$ cat config.mk
export PLATFORM = sky130hd
export DESIGN_NAME = slow_sequencer
export DESIGN_NICKNAME = d
export VERILOG_FILES = /design/src/rtl/slow_sequencer.sv
export SDC_FILE = /design/constraint.sdc
export NUM_CORES = 1
export LEC_CHECK = 0
export BUFFER_PORTS_ARGS = -buffer_cell sky130_fd_sc_hd__buf_4
export CAP_MARGIN = 20
export CORE_UTILIZATION = 52
export DETAILED_ROUTE_END_ITERATION = 8
export GPL_ROUTABILITY_DRIVEN = 0
export PLACE_DENSITY = 0.82
export SLEW_MARGIN = 10
export SYNTH_ARGS = -nofsm -noshare
export SYNTH_HDL_FRONTEND = slang
export SYNTH_SLANG_ARGS = --single-unit
$ cat constraint.sdc
create_clock -name CLK -period 5.5 [get_ports CLK]
set_input_delay 1.1 -clock CLK [delete_from_list [all_inputs] [get_ports CLK]]
set_output_delay 1.1 -clock CLK [all_outputs]
set_load 0.005 [all_outputs]
$ cat src/rtl/slow_sequencer.sv
// Throttle sequencer: detects bus cycles that hit enabled slow peripherals and
// holds Slow for a programmable number of timer ticks after the last such hit.
module slow_sequencer #(
  parameter int TSHIFT = 4
) (
  input  logic                CLK,
  input  logic                nPOR,
  input  logic                BACT,
  input  logic                TimerTick,
  input  logic                IACKCS,
  input  logic                VIACS,
  input  logic                IWMCS,
  input  logic                SCCCS,
  input  logic                SCSICS,
  input  logic                SndCS,
  input  logic                SlowIACK,
  input  logic                SlowVIA,
  input  logic                SlowIWM,
  input  logic                SlowSCC,
  input  logic                SlowSCSI,
  input  logic                SlowSnd,
  input  logic                SlowClockGate,
  input  logic [3:0]          SlowTimeout,
  output logic                Slow,
  output logic                SlowGateReq,
  output logic                SlowBusy,
  output logic [1:0]          dbg_state,
  output logic [4+TSHIFT-1:0] dbg_cnt
);

  localparam int CW = 4 + TSHIFT;

  typedef enum logic [1:0] {
    ST_IDLE   = 2'd0,
    ST_HOLD   = 2'd1,
    ST_FORCED = 2'd2
  } state_e;

  state_e          state_q, state_d;
  logic [CW-1:0]   cnt_q, cnt_d;
  logic            bact_q, bact_d;
  logic            slow_q, slow_d;
  logic            gate_q, gate_d;
  logic            busy_q, busy_d;

  logic [5:0]      sel;
  logic [5:0]      en;
  logic            start;
  logic            hit;
  logic            forced;
  logic [CW-1:0]   load;

  assign sel = {SndCS, SCSICS, SCCCS, IWMCS, VIACS, IACKCS};
  assign en  = {SlowSnd, SlowSCSI, SlowSCC, SlowIWM, SlowVIA, SlowIACK};

  always_comb begin
    bact_d = BACT;
    start  = BACT && !bact_q;
    hit    = start && |(sel & en);
    forced = (SlowTimeout == 4'hF);
    load   = {SlowTimeout, {TSHIFT{1'b0}}};

    state_d = state_q;
    cnt_d   = cnt_q;

    case (state_q)
      ST_IDLE: begin
        if (forced) begin
          state_d = ST_FORCED;
        end else if (hit) begin
          state_d = ST_HOLD;
          cnt_d   = load;
        end
      end
      ST_HOLD: begin
        if (forced) begin
          state_d = ST_FORCED;
        end else if (hit) begin
          // A fresh hit restarts the window even if a tick lands on the same cycle.
          cnt_d = load;
        end else begin
          if (TimerTick && (cnt_q != '0)) cnt_d = cnt_q - 1'b1;
          // Never release Slow in the middle of a bus cycle.
          if ((cnt_q == '0) && !BACT) state_d = ST_IDLE;
        end
      end
      ST_FORCED: begin
        if (!forced) begin
          state_d = ST_HOLD;
          cnt_d   = load;
        end
      end
      default: begin
        state_d = ST_IDLE;
        cnt_d   = '0;
      end
    endcase

    slow_d = (state_d != ST_IDLE);
    gate_d = slow_d && SlowClockGate;
    busy_d = (cnt_d != '0);
  end

  always_ff @(posedge CLK or negedge nPOR) begin
    if (!nPOR) begin
      state_q <= ST_IDLE;
      cnt_q   <= '0;
      bact_q  <= 1'b0;
      slow_q  <= 1'b0;
      gate_q  <= 1'b0;
      busy_q  <= 1'b0;
    end else begin
      state_q <= state_d;
      cnt_q   <= cnt_d;
      bact_q  <= bact_d;
      slow_q  <= slow_d;
      gate_q  <= gate_d;
      busy_q  <= busy_d;
    end
  end

  assign Slow        = slow_q;
  assign SlowGateReq = gate_q;
  assign SlowBusy    = busy_q;
  assign dbg_state   = state_q;
  assign dbg_cnt     = cnt_q;

endmodule

==> impl_metrics.prom, run 1 <==
# TYPE chip_impl_metric gauge
chip_impl_info{name="result_of_the_run",value="finished, final reports clean"} 1
chip_impl_metric{name="postRouteAntennaNets",unit=""} 0
chip_impl_metric{name="cellInternalPower",unit="mW"} 0.351
chip_impl_info{name="hold_path.class",value="reg2reg"} 1
chip_impl_metric{name="post_layout_nonfiller_instances",unit=""} 161
chip_impl_metric{name="timing.fmax",unit="MHz"} 323
chip_impl_metric{name="synth-warning-count",unit=""} 0
chip_impl_metric{name="postSynthCellCount",unit=""} 102
chip_impl_metric{name="grt-ovfl-total",unit=""} 0
chip_impl_metric{name="routed_via_density",unit=""} 6.48
chip_impl_metric{name="post_synth_num_cell_types",unit=""} 43
chip_impl_metric{name="fraction_of_post_synthesis_cell_area_in_the_top_cell_type_by_area",unit="%"} 37.0
chip_impl_metric{name="crit_path_time_final",unit="ns"} 3.10
chip_impl_metric{name="seqPwrFrac",unit="%"} 33.2
chip_impl_metric{name="diodes",unit=""} 0
chip_impl_metric{name="fp.coreArea",unit="um2"} 1710
chip_impl_info{name="worst_setup_path_start_kind",value="input pin"} 1
chip_impl_metric{name="critical_path.max_stage_delay",unit="ns"} 0.45
chip_impl_metric{name="floorplan.initialDensity",unit="%"} 55.4
chip_impl_metric{name="ios",unit=""} 34
chip_impl_metric{name="timing.critical_path.fanout_max",unit=""} 8
chip_impl_metric{name="antenna_found_initial",unit=""} 0
chip_impl_info{name="synth-main-ff-cell",value="sky130_fd_sc_hd__dfrtp_1"} 1
chip_impl_metric{name="avgRoutedWirePerCell",unit="um"} 16.2
chip_impl_metric{name="grt_start_max_net_pins",unit=""} 15
chip_impl_metric{name="tritoncts.num_buffers",unit=""} 3
chip_impl_metric{name="die_y",unit="um"} 44.7
chip_impl_info{name="worst_path_max_delay_cell",value="sky130_fd_sc_hd__or4_1"} 1
chip_impl_metric{name="clock_latency_on_the_worst_skew_pair",unit="ns"} 0.30
chip_impl_metric{name="postCtsSetupBuffers",unit=""} 0
chip_impl_metric{name="finalHoldViolCount",unit=""} 0
chip_impl_metric{name="path_clk_slew",unit="ns"} 0.09
chip_impl_info{name="synth_area_leaders",value="sky130_fd_sc_hd__dfrtp_1 (37%), sky130_fd_sc_hd__o21ai_0 (3.2%), sky130_fd_sc_hd__inv_1 (2.8%), sky130_fd_sc_hd__a22o_1 (2.8%), sky130_fd_sc_hd__o2111ai_1 (2.8%)"} 1
chip_impl_metric{name="clk_path_buf_depth",unit=""} 2
chip_impl_metric{name="synthArstFlopShare",unit="%"} 100
chip_impl_metric{name="die_area",unit="um2"} 1990
chip_impl_metric{name="layout_worst_path_cycle_share",unit="%"} 56.3
chip_impl_metric{name="switching_power",unit="mW"} 0.255
chip_impl_metric{name="synthesis.area_per_instance",unit="um2"} 9.27
chip_impl_metric{name="chipWidth",unit="um"} 44.7
chip_impl_metric{name="cts.htree.levels",unit=""} 1
chip_impl_metric{name="timing_max_transition_violations_final",unit=""} 0
chip_impl_metric{name="post_route_cells_drive_above_1_share",unit="%"} 34.6
chip_impl_metric{name="crit_required",unit="ns"} 5.67
chip_impl_info{name="netlist.top_cell.by_area",value="sky130_fd_sc_hd__dfrtp_1"} 1
chip_impl_metric{name="synth.yosys.seq_area_share",unit="%"} 37.0
chip_impl_metric{name="dp_hpwl",unit="um"} 1980
chip_impl_metric{name="cap_violations",unit=""} 0
chip_impl_metric{name="power_switching_share",unit="%"} 42.1
chip_impl_metric{name="static_leakage",unit="nW"} 0.558
chip_impl_metric{name="grt_first_pass_wirelength",unit="um"} 4310
chip_impl_metric{name="post-place-cells",unit=""} 157
chip_impl_info{name="crit_path_end_kind",value="register"} 1
chip_impl_metric{name="grt.total_usage",unit="%"} 30.3
chip_impl_info{name="crit_chain",value="buf_4 > a22o_1 > o31ai_4 > a21oi_1 > o221a_2 > or4_1 > or4_1"} 1
chip_impl_info{name="yosysMostFrequentCell",value="sky130_fd_sc_hd__dfrtp_1"} 1
chip_impl_metric{name="power_share_of_the_clock_group",unit="%"} 12.8
chip_impl_metric{name="rows",unit=""} 15
chip_impl_metric{name="syn_to_final_growth",unit="%"} 31.3
chip_impl_metric{name="syn_area",unit="um2"} 946
chip_impl_metric{name="powerDensity",unit="nW/um2"} 488
chip_impl_metric{name="postPlaceCellArea",unit="um2"} 1210
chip_impl_metric{name="preCtsSetupSlack",unit="ns"} 2.10
chip_impl_metric{name="remaining_drc_errors",unit=""} 0
chip_impl_metric{name="initialDrtViolationCount",unit=""} 67
chip_impl_metric{name="cts.repair.resized",unit=""} 0
chip_impl_metric{name="tns",unit="ns"} 0
chip_impl_info{name="cts_tree",value="yes"} 1
chip_impl_metric{name="route.final.wire_length",unit="um"} 2600
chip_impl_metric{name="timing.max_slew.rel_slack",unit="%"} 66.3
chip_impl_metric{name="postSynthRegisterBits",unit=""} 14
chip_impl_info{name="synth_cell_count_leaders",value="sky130_fd_sc_hd__dfrtp_1 (14), sky130_fd_sc_hd__inv_1 (7), sky130_fd_sc_hd__nand2_1 (6), sky130_fd_sc_hd__nor2_1 (6), sky130_fd_sc_hd__o21ai_0 (6)"} 1
chip_impl_metric{name="nFillCells",unit=""} 130
chip_impl_metric{name="cp.arrival",unit="ns"} 3.27
chip_impl_metric{name="layout.cell_area.non_filler",unit="um2"} 1240
chip_impl_metric{name="synth.net_count",unit=""} 124
chip_impl_metric{name="synth_enable_flop_cells",unit=""} 0
chip_impl_info{name="critical_path_class",value="in2reg"} 1
chip_impl_metric{name="final_net_count",unit=""} 159
chip_impl_metric{name="setup_violations",unit=""} 0
chip_impl_metric{name="layout_setup_ws",unit="ns"} 2.40
chip_impl_metric{name="first_global_vias",unit=""} 957
chip_impl_info{name="grt_setup_unrepaired",value="no"} 1
chip_impl_metric{name="hold_buffers",unit=""} 0
chip_impl_metric{name="port_buffers",unit=""} 33
chip_impl_metric{name="p_comb_share",unit="%"} 54.0
chip_impl_metric{name="cts.sink_count",unit=""} 14
chip_impl_metric{name="via_count_of_the_routed_design",unit=""} 1044
chip_impl_metric{name="drt_pre_antenna_iters",unit=""} 4
chip_impl_metric{name="tightest_slew",unit="ns"} 0.504
chip_impl_metric{name="finalClockSkew",unit="ns"} 0.00748
chip_impl_info{name="critical_path.most_common_cell",value="sky130_fd_sc_hd__or4_1"} 1
chip_impl_metric{name="vdd_drop_max",unit="V"} 0.000268
chip_impl_info{name="clock_tree.root_cell",value="sky130_fd_sc_hd__clkbuf_4"} 1
[power groups by stage]
| stage | combinational (mW) | sequential (mW) | clock, mW |
|---|---|---|---|
| 2_1_floorplan | 0.210 | 0.188 | 0 |
| 3_3_place_gp | 0.315 | 0.198 | 0 |
| 3_5_place_dp | 0.323 | 0.200 | 0 |
| 4_1_cts | 0.325 | 0.198 | 0.0770 |
| 5_1_grt | 0.356 | 0.209 | 0.0829 |
| 6_report | 0.327 | 0.201 | 0.0773 |
[state kept, by name, summed over array words and instances, names as in the netlist]
name         flops
Slow             1
SlowBusy         1
SlowGateReq      1
bact_q           1
dbg_cnt          8
dbg_state        2
[placed cells by master (no fill, tap or decap), drive strengths merged]
cell,n
nor2,6
and2,1
o221a,2
a22o,3
o22ai,2
a211o,1
nand3,4
or4,3
o211ai,3
and3,1
a32oi,1
o32ai,1
inv,7
nand4,1
dfrtp,14
a21o,1
o221ai,2
o21ai,6
nor2b,2
nor3,1
or3b,1
nor4,1
or3,1
clkbuf,4
a21oi,4
o2111ai,3
nand2,7
a31oi,1
mux2i,2
o2111a,1
nand4b,2
o31ai,4
ha,1
o31a,1
nor3b,1
a311oi,1
nand2b,2
and4,1
buf,33
or2,3
[logic make-up (layout without fill, tap and decap cells)]
kind of cell / after synthesis / in the layout / synth area share, %
AND/OR/NAND/NOR: 38 / 38 / 23.3
AO/OA/AOI/OAI: 37 / 37 / 31.5
flip-flops: 14 / 14 / 37.0
buffers and inverters: 10 / 44 / 4.76
multiplexers: 2 / 2 / 2.12
adder cells (fa/ha/maj): 1 / 1 / 1.32
[metrics by stage]
| stage | utilization (%) | hold slack (ns) | total power [mW] |
|---|---|---|---|
| 2_1_floorplan | - | 0.530 | 0.398 |
| 3_3_place_gp | 70.6 | 0.534 | 0.513 |
| 3_5_place_dp | 70.6 | 0.539 | 0.523 |
| 4_1_cts | 72.7 | 0.567 | 0.601 |
| 5_1_grt | 72.7 | 0.624 | 0.648 |
| 6_report | 72.7 | 0.570 | 0.606 |
[worst max-delay path: cells and delay by family]
kind / cells / cell delay (ns)
AOI/OAI and AO/OA: 4 / 1.20
and+or+nand+nor: 2 / 0.86
buffers and inverters: 1 / 0.11
[final cells by class]
cell class | count | area [um2] | area share, %
Multi-Input combinational cell | 78 | 551 | 44.3
Sequential cell | 14 | 350 | 28.2
Timing Repair Buffer | 33 | 248 | 19.9
Clock buffer | 4 | 36.3 | 2.92
Tap cell | 25 | 31.3 | 2.52
Inverter | 7 | 26.3 | 2.11
[worst paths after layout]
kind                            startpoint           end  slack [ns]  cells after the start
worst max register to register  dbg_cnt[0]      SlowBusy        2.76                      8
worst min register to register  dbg_cnt[0]    dbg_cnt[0]        0.57                      1
min in group asynchronous             nPOR      SlowBusy        0.63                      1
max in group asynchronous             nPOR  dbg_state[0]        4.70                      1
worst max-delay path                IACKCS      SlowBusy        2.40                      7
worst min-delay path            dbg_cnt[0]    dbg_cnt[0]        0.57                      1
[routing by layer]
layer  global-route usage, %  up-vias  routed length [um]
met5                       0        -                   0
met4                    18.8        0                 109
met3                    7.76       16                 249
met2                    47.1       70                1250
met1                    37.3      487                 995
li1                        -      471                   -
No activity file was read; power rests on OpenSTA's default activity.
==> inputs of run 2 (changes only) <==
- ABC_AREA: not set -> 1
- CORE_UTILIZATION: 52 -> 46
- PLACE_DENSITY: 0.82 -> 0.75
- clock period: 5.5 -> 2.76 ns (I/O delays scaled with it)
==> impl_metrics.prom, run 2 <==
# TYPE chip_impl_metric gauge
chip_impl_metric{name="diodes",unit=""} 0
chip_impl_metric{name="post_synth_num_cell_types",unit=""} 20
chip_impl_metric{name="antenna_found_initial",unit=""} 0
chip_impl_metric{name="clock_latency_on_the_worst_skew_pair",unit="ns"} 0.29
chip_impl_metric{name="syn_area",unit="um2"} 1120
chip_impl_metric{name="timing.max_slew.rel_slack",unit="%"} 69.4
chip_impl_info{name="yosysMostFrequentCell",value="sky130_fd_sc_hd__nand2_1"} 1
chip_impl_info{name="synth_cell_count_leaders",value="sky130_fd_sc_hd__nand2_1 (69), sky130_fd_sc_hd__inv_1 (27), sky130_fd_sc_hd__nor2_1 (21)"} 1
chip_impl_info{name="worst_setup_path_start_kind",value="register"} 1
chip_impl_metric{name="synthesis.area_per_instance",unit="um2"} 6.14
chip_impl_metric{name="tns",unit="ns"} 0
chip_impl_metric{name="largest_register_ff_count",unit=""} 8
chip_impl_metric{name="dp_hpwl",unit="um"} 2410
chip_impl_info{name="crit_chain",value="inv_1 > ha_1 > nand2_1 > nor2_4 > nor2_8 > nand2_1 > nand2_1 > nand3_1 > nand2_1 > nand2_1 > nand2_1 > nor2_1 > nand3_1"} 1
chip_impl_metric{name="hold_buffers",unit=""} 0
chip_impl_metric{name="final_net_count",unit=""} 241
chip_impl_info{name="synth-main-ff-cell",value="sky130_fd_sc_hd__dfrtp_1"} 1
chip_impl_metric{name="synth_enable_flop_cells",unit=""} 0
chip_impl_metric{name="powerDensity",unit="nW/um2"} 945
chip_impl_metric{name="layout.cell_area.non_filler",unit="um2"} 1430
chip_impl_metric{name="die_y",unit="um"} 51.3
chip_impl_metric{name="finalClockSkew",unit="ns"} 0.00320
chip_impl_info{name="critical_path.most_common_cell",value="sky130_fd_sc_hd__nand2_1"} 1
chip_impl_metric{name="die_area",unit="um2"} 2630
chip_impl_metric{name="fraction_of_post_synthesis_cell_area_in_the_top_cell_type_by_area",unit="%"} 31.4
chip_impl_metric{name="postSynthRegisterBits",unit=""} 14
chip_impl_info{name="layout.cells.most_common_list",value="sky130_fd_sc_hd__nand2_1 (69), sky130_fd_sc_hd__buf_4 (33), sky130_fd_sc_hd__inv_1 (27)"} 1
chip_impl_metric{name="initialDrtViolationCount",unit=""} 43
chip_impl_metric{name="timing.fmax",unit="MHz"} 508
chip_impl_metric{name="finalHoldViolCount",unit=""} 0
chip_impl_metric{name="syn_to_final_growth",unit="%"} 27.5
chip_impl_metric{name="layout_worst_path_cycle_share",unit="%"} 71.4
chip_impl_metric{name="timing.critical_path.fanout_max",unit=""} 10
chip_impl_metric{name="fp.coreArea",unit="um2"} 2250
chip_impl_metric{name="cts.sink_count",unit=""} 14
chip_impl_info{name="cts_tree",value="yes"} 1
chip_impl_metric{name="tightest_slew",unit="ns"} 0.458
chip_impl_metric{name="synth.net_count",unit=""} 204
chip_impl_metric{name="postCtsSetupBuffers",unit=""} 0
chip_impl_info{name="hold_path.class",value="in2async"} 1
chip_impl_metric{name="finalCoreUtilization",unit="%"} 63.2
chip_impl_metric{name="post_layout_nonfiller_instances",unit=""} 246
chip_impl_info{name="grt_setup_unrepaired",value="no"} 1
chip_impl_metric{name="synth-warning-count",unit=""} 0
chip_impl_metric{name="worst-r2r-cell-count",unit=""} 13
chip_impl_metric{name="synthArstFlopShare",unit="%"} 100
chip_impl_metric{name="rows",unit=""} 17
chip_impl_metric{name="via_count_of_the_routed_design",unit=""} 1283
chip_impl_metric{name="postSynthCellCount",unit=""} 182
chip_impl_metric{name="cp.arrival",unit="ns"} 2.14
chip_impl_info{name="synth_area_leaders",value="sky130_fd_sc_hd__dfrtp_1 (31%), sky130_fd_sc_hd__nand2_1 (23%), sky130_fd_sc_hd__inv_1 (9.1%), sky130_fd_sc_hd__nor2_1 (7.1%), sky130_fd_sc_hd__nand3_1 (6.7%)"} 1
chip_impl_metric{name="vdd_drop_max",unit="V"} 0.000558
chip_impl_metric{name="path_clk_slew",unit="ns"} 0.09
chip_impl_metric{name="synth.yosys.seq_area_share",unit="%"} 31.4
chip_impl_info{name="netlist.top_cell.by_area",value="sky130_fd_sc_hd__dfrtp_1"} 1
chip_impl_info{name="path_delay_family",value="simple AND/OR/NAND/NOR gates"} 1
chip_impl_metric{name="post_route_cells_drive_above_1_share",unit="%"} 22.9
chip_impl_info{name="crit_start",value="dbg_cnt[0]"} 1
chip_impl_metric{name="first_global_vias",unit=""} 1254
chip_impl_metric{name="total_power",unit="mW"} 1.35
chip_impl_metric{name="static_leakage",unit="nW"} 0.840
chip_impl_info{name="clock_tree.root_cell",value="sky130_fd_sc_hd__clkbuf_4"} 1
chip_impl_metric{name="setup_violations",unit=""} 0
chip_impl_metric{name="worst-path-buf-inv",unit=""} 1
chip_impl_metric{name="postPlaceCellArea",unit="um2"} 1390
chip_impl_metric{name="crit_path_time_final",unit="ns"} 1.97
chip_impl_metric{name="remaining_drc_errors",unit=""} 0
chip_impl_metric{name="critical_path_depth",unit=""} 13
chip_impl_metric{name="grt-ovfl-total",unit=""} 0
chip_impl_metric{name="routed_via_density",unit=""} 5.22
chip_impl_metric{name="cap_violations",unit=""} 0
chip_impl_info{name="result_of_the_run",value="finished, final reports clean"} 1
chip_impl_metric{name="critical_path.max_stage_delay",unit="ns"} 0.40
chip_impl_metric{name="grt_first_pass_wirelength",unit="um"} 5120
chip_impl_info{name="worst_path_max_delay_cell",value="sky130_fd_sc_hd__dfrtp_1"} 1
chip_impl_metric{name="crit_required",unit="ns"} 2.93
chip_impl_metric{name="cts.htree.levels",unit=""} 1
chip_impl_metric{name="port_buffers",unit=""} 33
chip_impl_metric{name="route.final.wire_length",unit="um"} 3050
chip_impl_info{name="r2r_start",value="dbg_cnt[0]"} 1
chip_impl_info{name="crit_path_end_kind",value="register"} 1
chip_impl_metric{name="tritoncts.num_buffers",unit=""} 3
chip_impl_metric{name="timing_max_transition_violations_final",unit=""} 0
chip_impl_metric{name="drt_pre_antenna_iters",unit=""} 4
chip_impl_metric{name="avgRoutedWirePerCell",unit="um"} 12.4
chip_impl_metric{name="grt.total_usage",unit="%"} 26.0
chip_impl_metric{name="postRouteAntennaNets",unit=""} 0
chip_impl_info{name="critical_path_class",value="reg2reg"} 1
chip_impl_metric{name="ios",unit=""} 34
chip_impl_metric{name="floorplan.initialDensity",unit="%"} 49.6
chip_impl_metric{name="grt_start_max_net_pins",unit=""} 18
chip_impl_metric{name="clk_path_buf_depth",unit=""} 2
chip_impl_metric{name="cts.repair.resized",unit=""} 0
chip_impl_metric{name="chipWidth",unit="um"} 51.3
chip_impl_info{name="layout_commonest_cell",value="sky130_fd_sc_hd__nand2_1"} 1
chip_impl_metric{name="post-place-cells",unit=""} 242
## run 2: cell types whose count changed in the layout (fill, tap and decap cells not counted), sizes merged, moves of 3 or more
cell | previous run | this run
or4 | 3 | 0
o31ai | 4 | 0
inv | 7 | 28
nand2 | 7 | 71
nor2 | 6 | 28
nand4 | 1 | 8
o2111ai | 3 | 0
nand3 | 4 | 15
a22o | 3 | 0
a21oi | 4 | 8
o211ai | 3 | 0
## run 2: path summary, 6_finish.rpt
path | to | slack, ns
worst max register to register | SlowBusy | 0.79
max in group asynchronous | dbg_cnt[1] | 2.50
worst max-delay path | SlowBusy | 0.79
worst min register to register | dbg_state[1] | 0.57
min in group CLK | bact_q | 0.37
worst min-delay path | dbg_cnt[5] | 0.09
## run 2: kinds of logic (layout without fill, tap and decap cells)
logic type,after synthesis,count (layout),share of synthesized area (%)
flops,14,14,31.4
fa+ha+maj,1,1,1.12
simple gates,123,123,49.7
compound gates,15,15,7.39
buf+inv,29,65,10.4
## run 2: where the power goes
part           leakage (nW)  switching, mW  internal, mW  total, mW
clock                0.0210         0.0728        0.0805      0.153
sequential            0.172          0.100         0.282      0.382
combinational         0.647          0.485         0.326      0.812
total                 0.840          0.658         0.689       1.35
## run 2: area by class of cell
class | instances | area [um2]
fillers | 220 | 830
repair buffers | 33 | 248
clock buffers | 4 | 36.3
inverters | 28 | 105
multi-input cells | 139 | 651
flip-flops and latches | 14 | 350
well taps | 28 | 35.0
## run 2: worst register-to-register path: stages (launching register included)
cell and delay (ns):
sky130_fd_sc_hd__dfrtp_1 0.40, sky130_fd_sc_hd__inv_1 0.11, sky130_fd_sc_hd__ha_1 0.29, sky130_fd_sc_hd__nand2_1 0.13, sky130_fd_sc_hd__nor2_4 0.22, sky130_fd_sc_hd__nor2_8 0.08
sky130_fd_sc_hd__nand2_1 0.07, sky130_fd_sc_hd__nand2_1 0.05, sky130_fd_sc_hd__nand3_1 0.08, sky130_fd_sc_hd__nand2_1 0.07, sky130_fd_sc_hd__nand2_1 0.05, sky130_fd_sc_hd__nand2_1 0.07
sky130_fd_sc_hd__nor2_1 0.14, sky130_fd_sc_hd__nand3_1 0.09
## run 2: routing by layer
layer / up-vias / GRT usage [%] / routed length, um
met3: 4 / 2.98 / 169
met1: 594 / 30.9 / 1320
met5: - / 0 / 0
li1: 642 / - / -
met2: 43 / 47.1 / 1530
met4: 0 / 10.4 / 28
## run 2: per-stage QoR
step | hold slack [ns] | setup slack [ns]
4_1_cts | 0.102 | 0.809
5_1_grt | 0.113 | 0.597
3_3_place_gp | 0.407 | 0.719
3_5_place_dp | 0.413 | 0.658
6_report | 0.0923 | 0.790
2_1_floorplan | 0.256 | 1.07
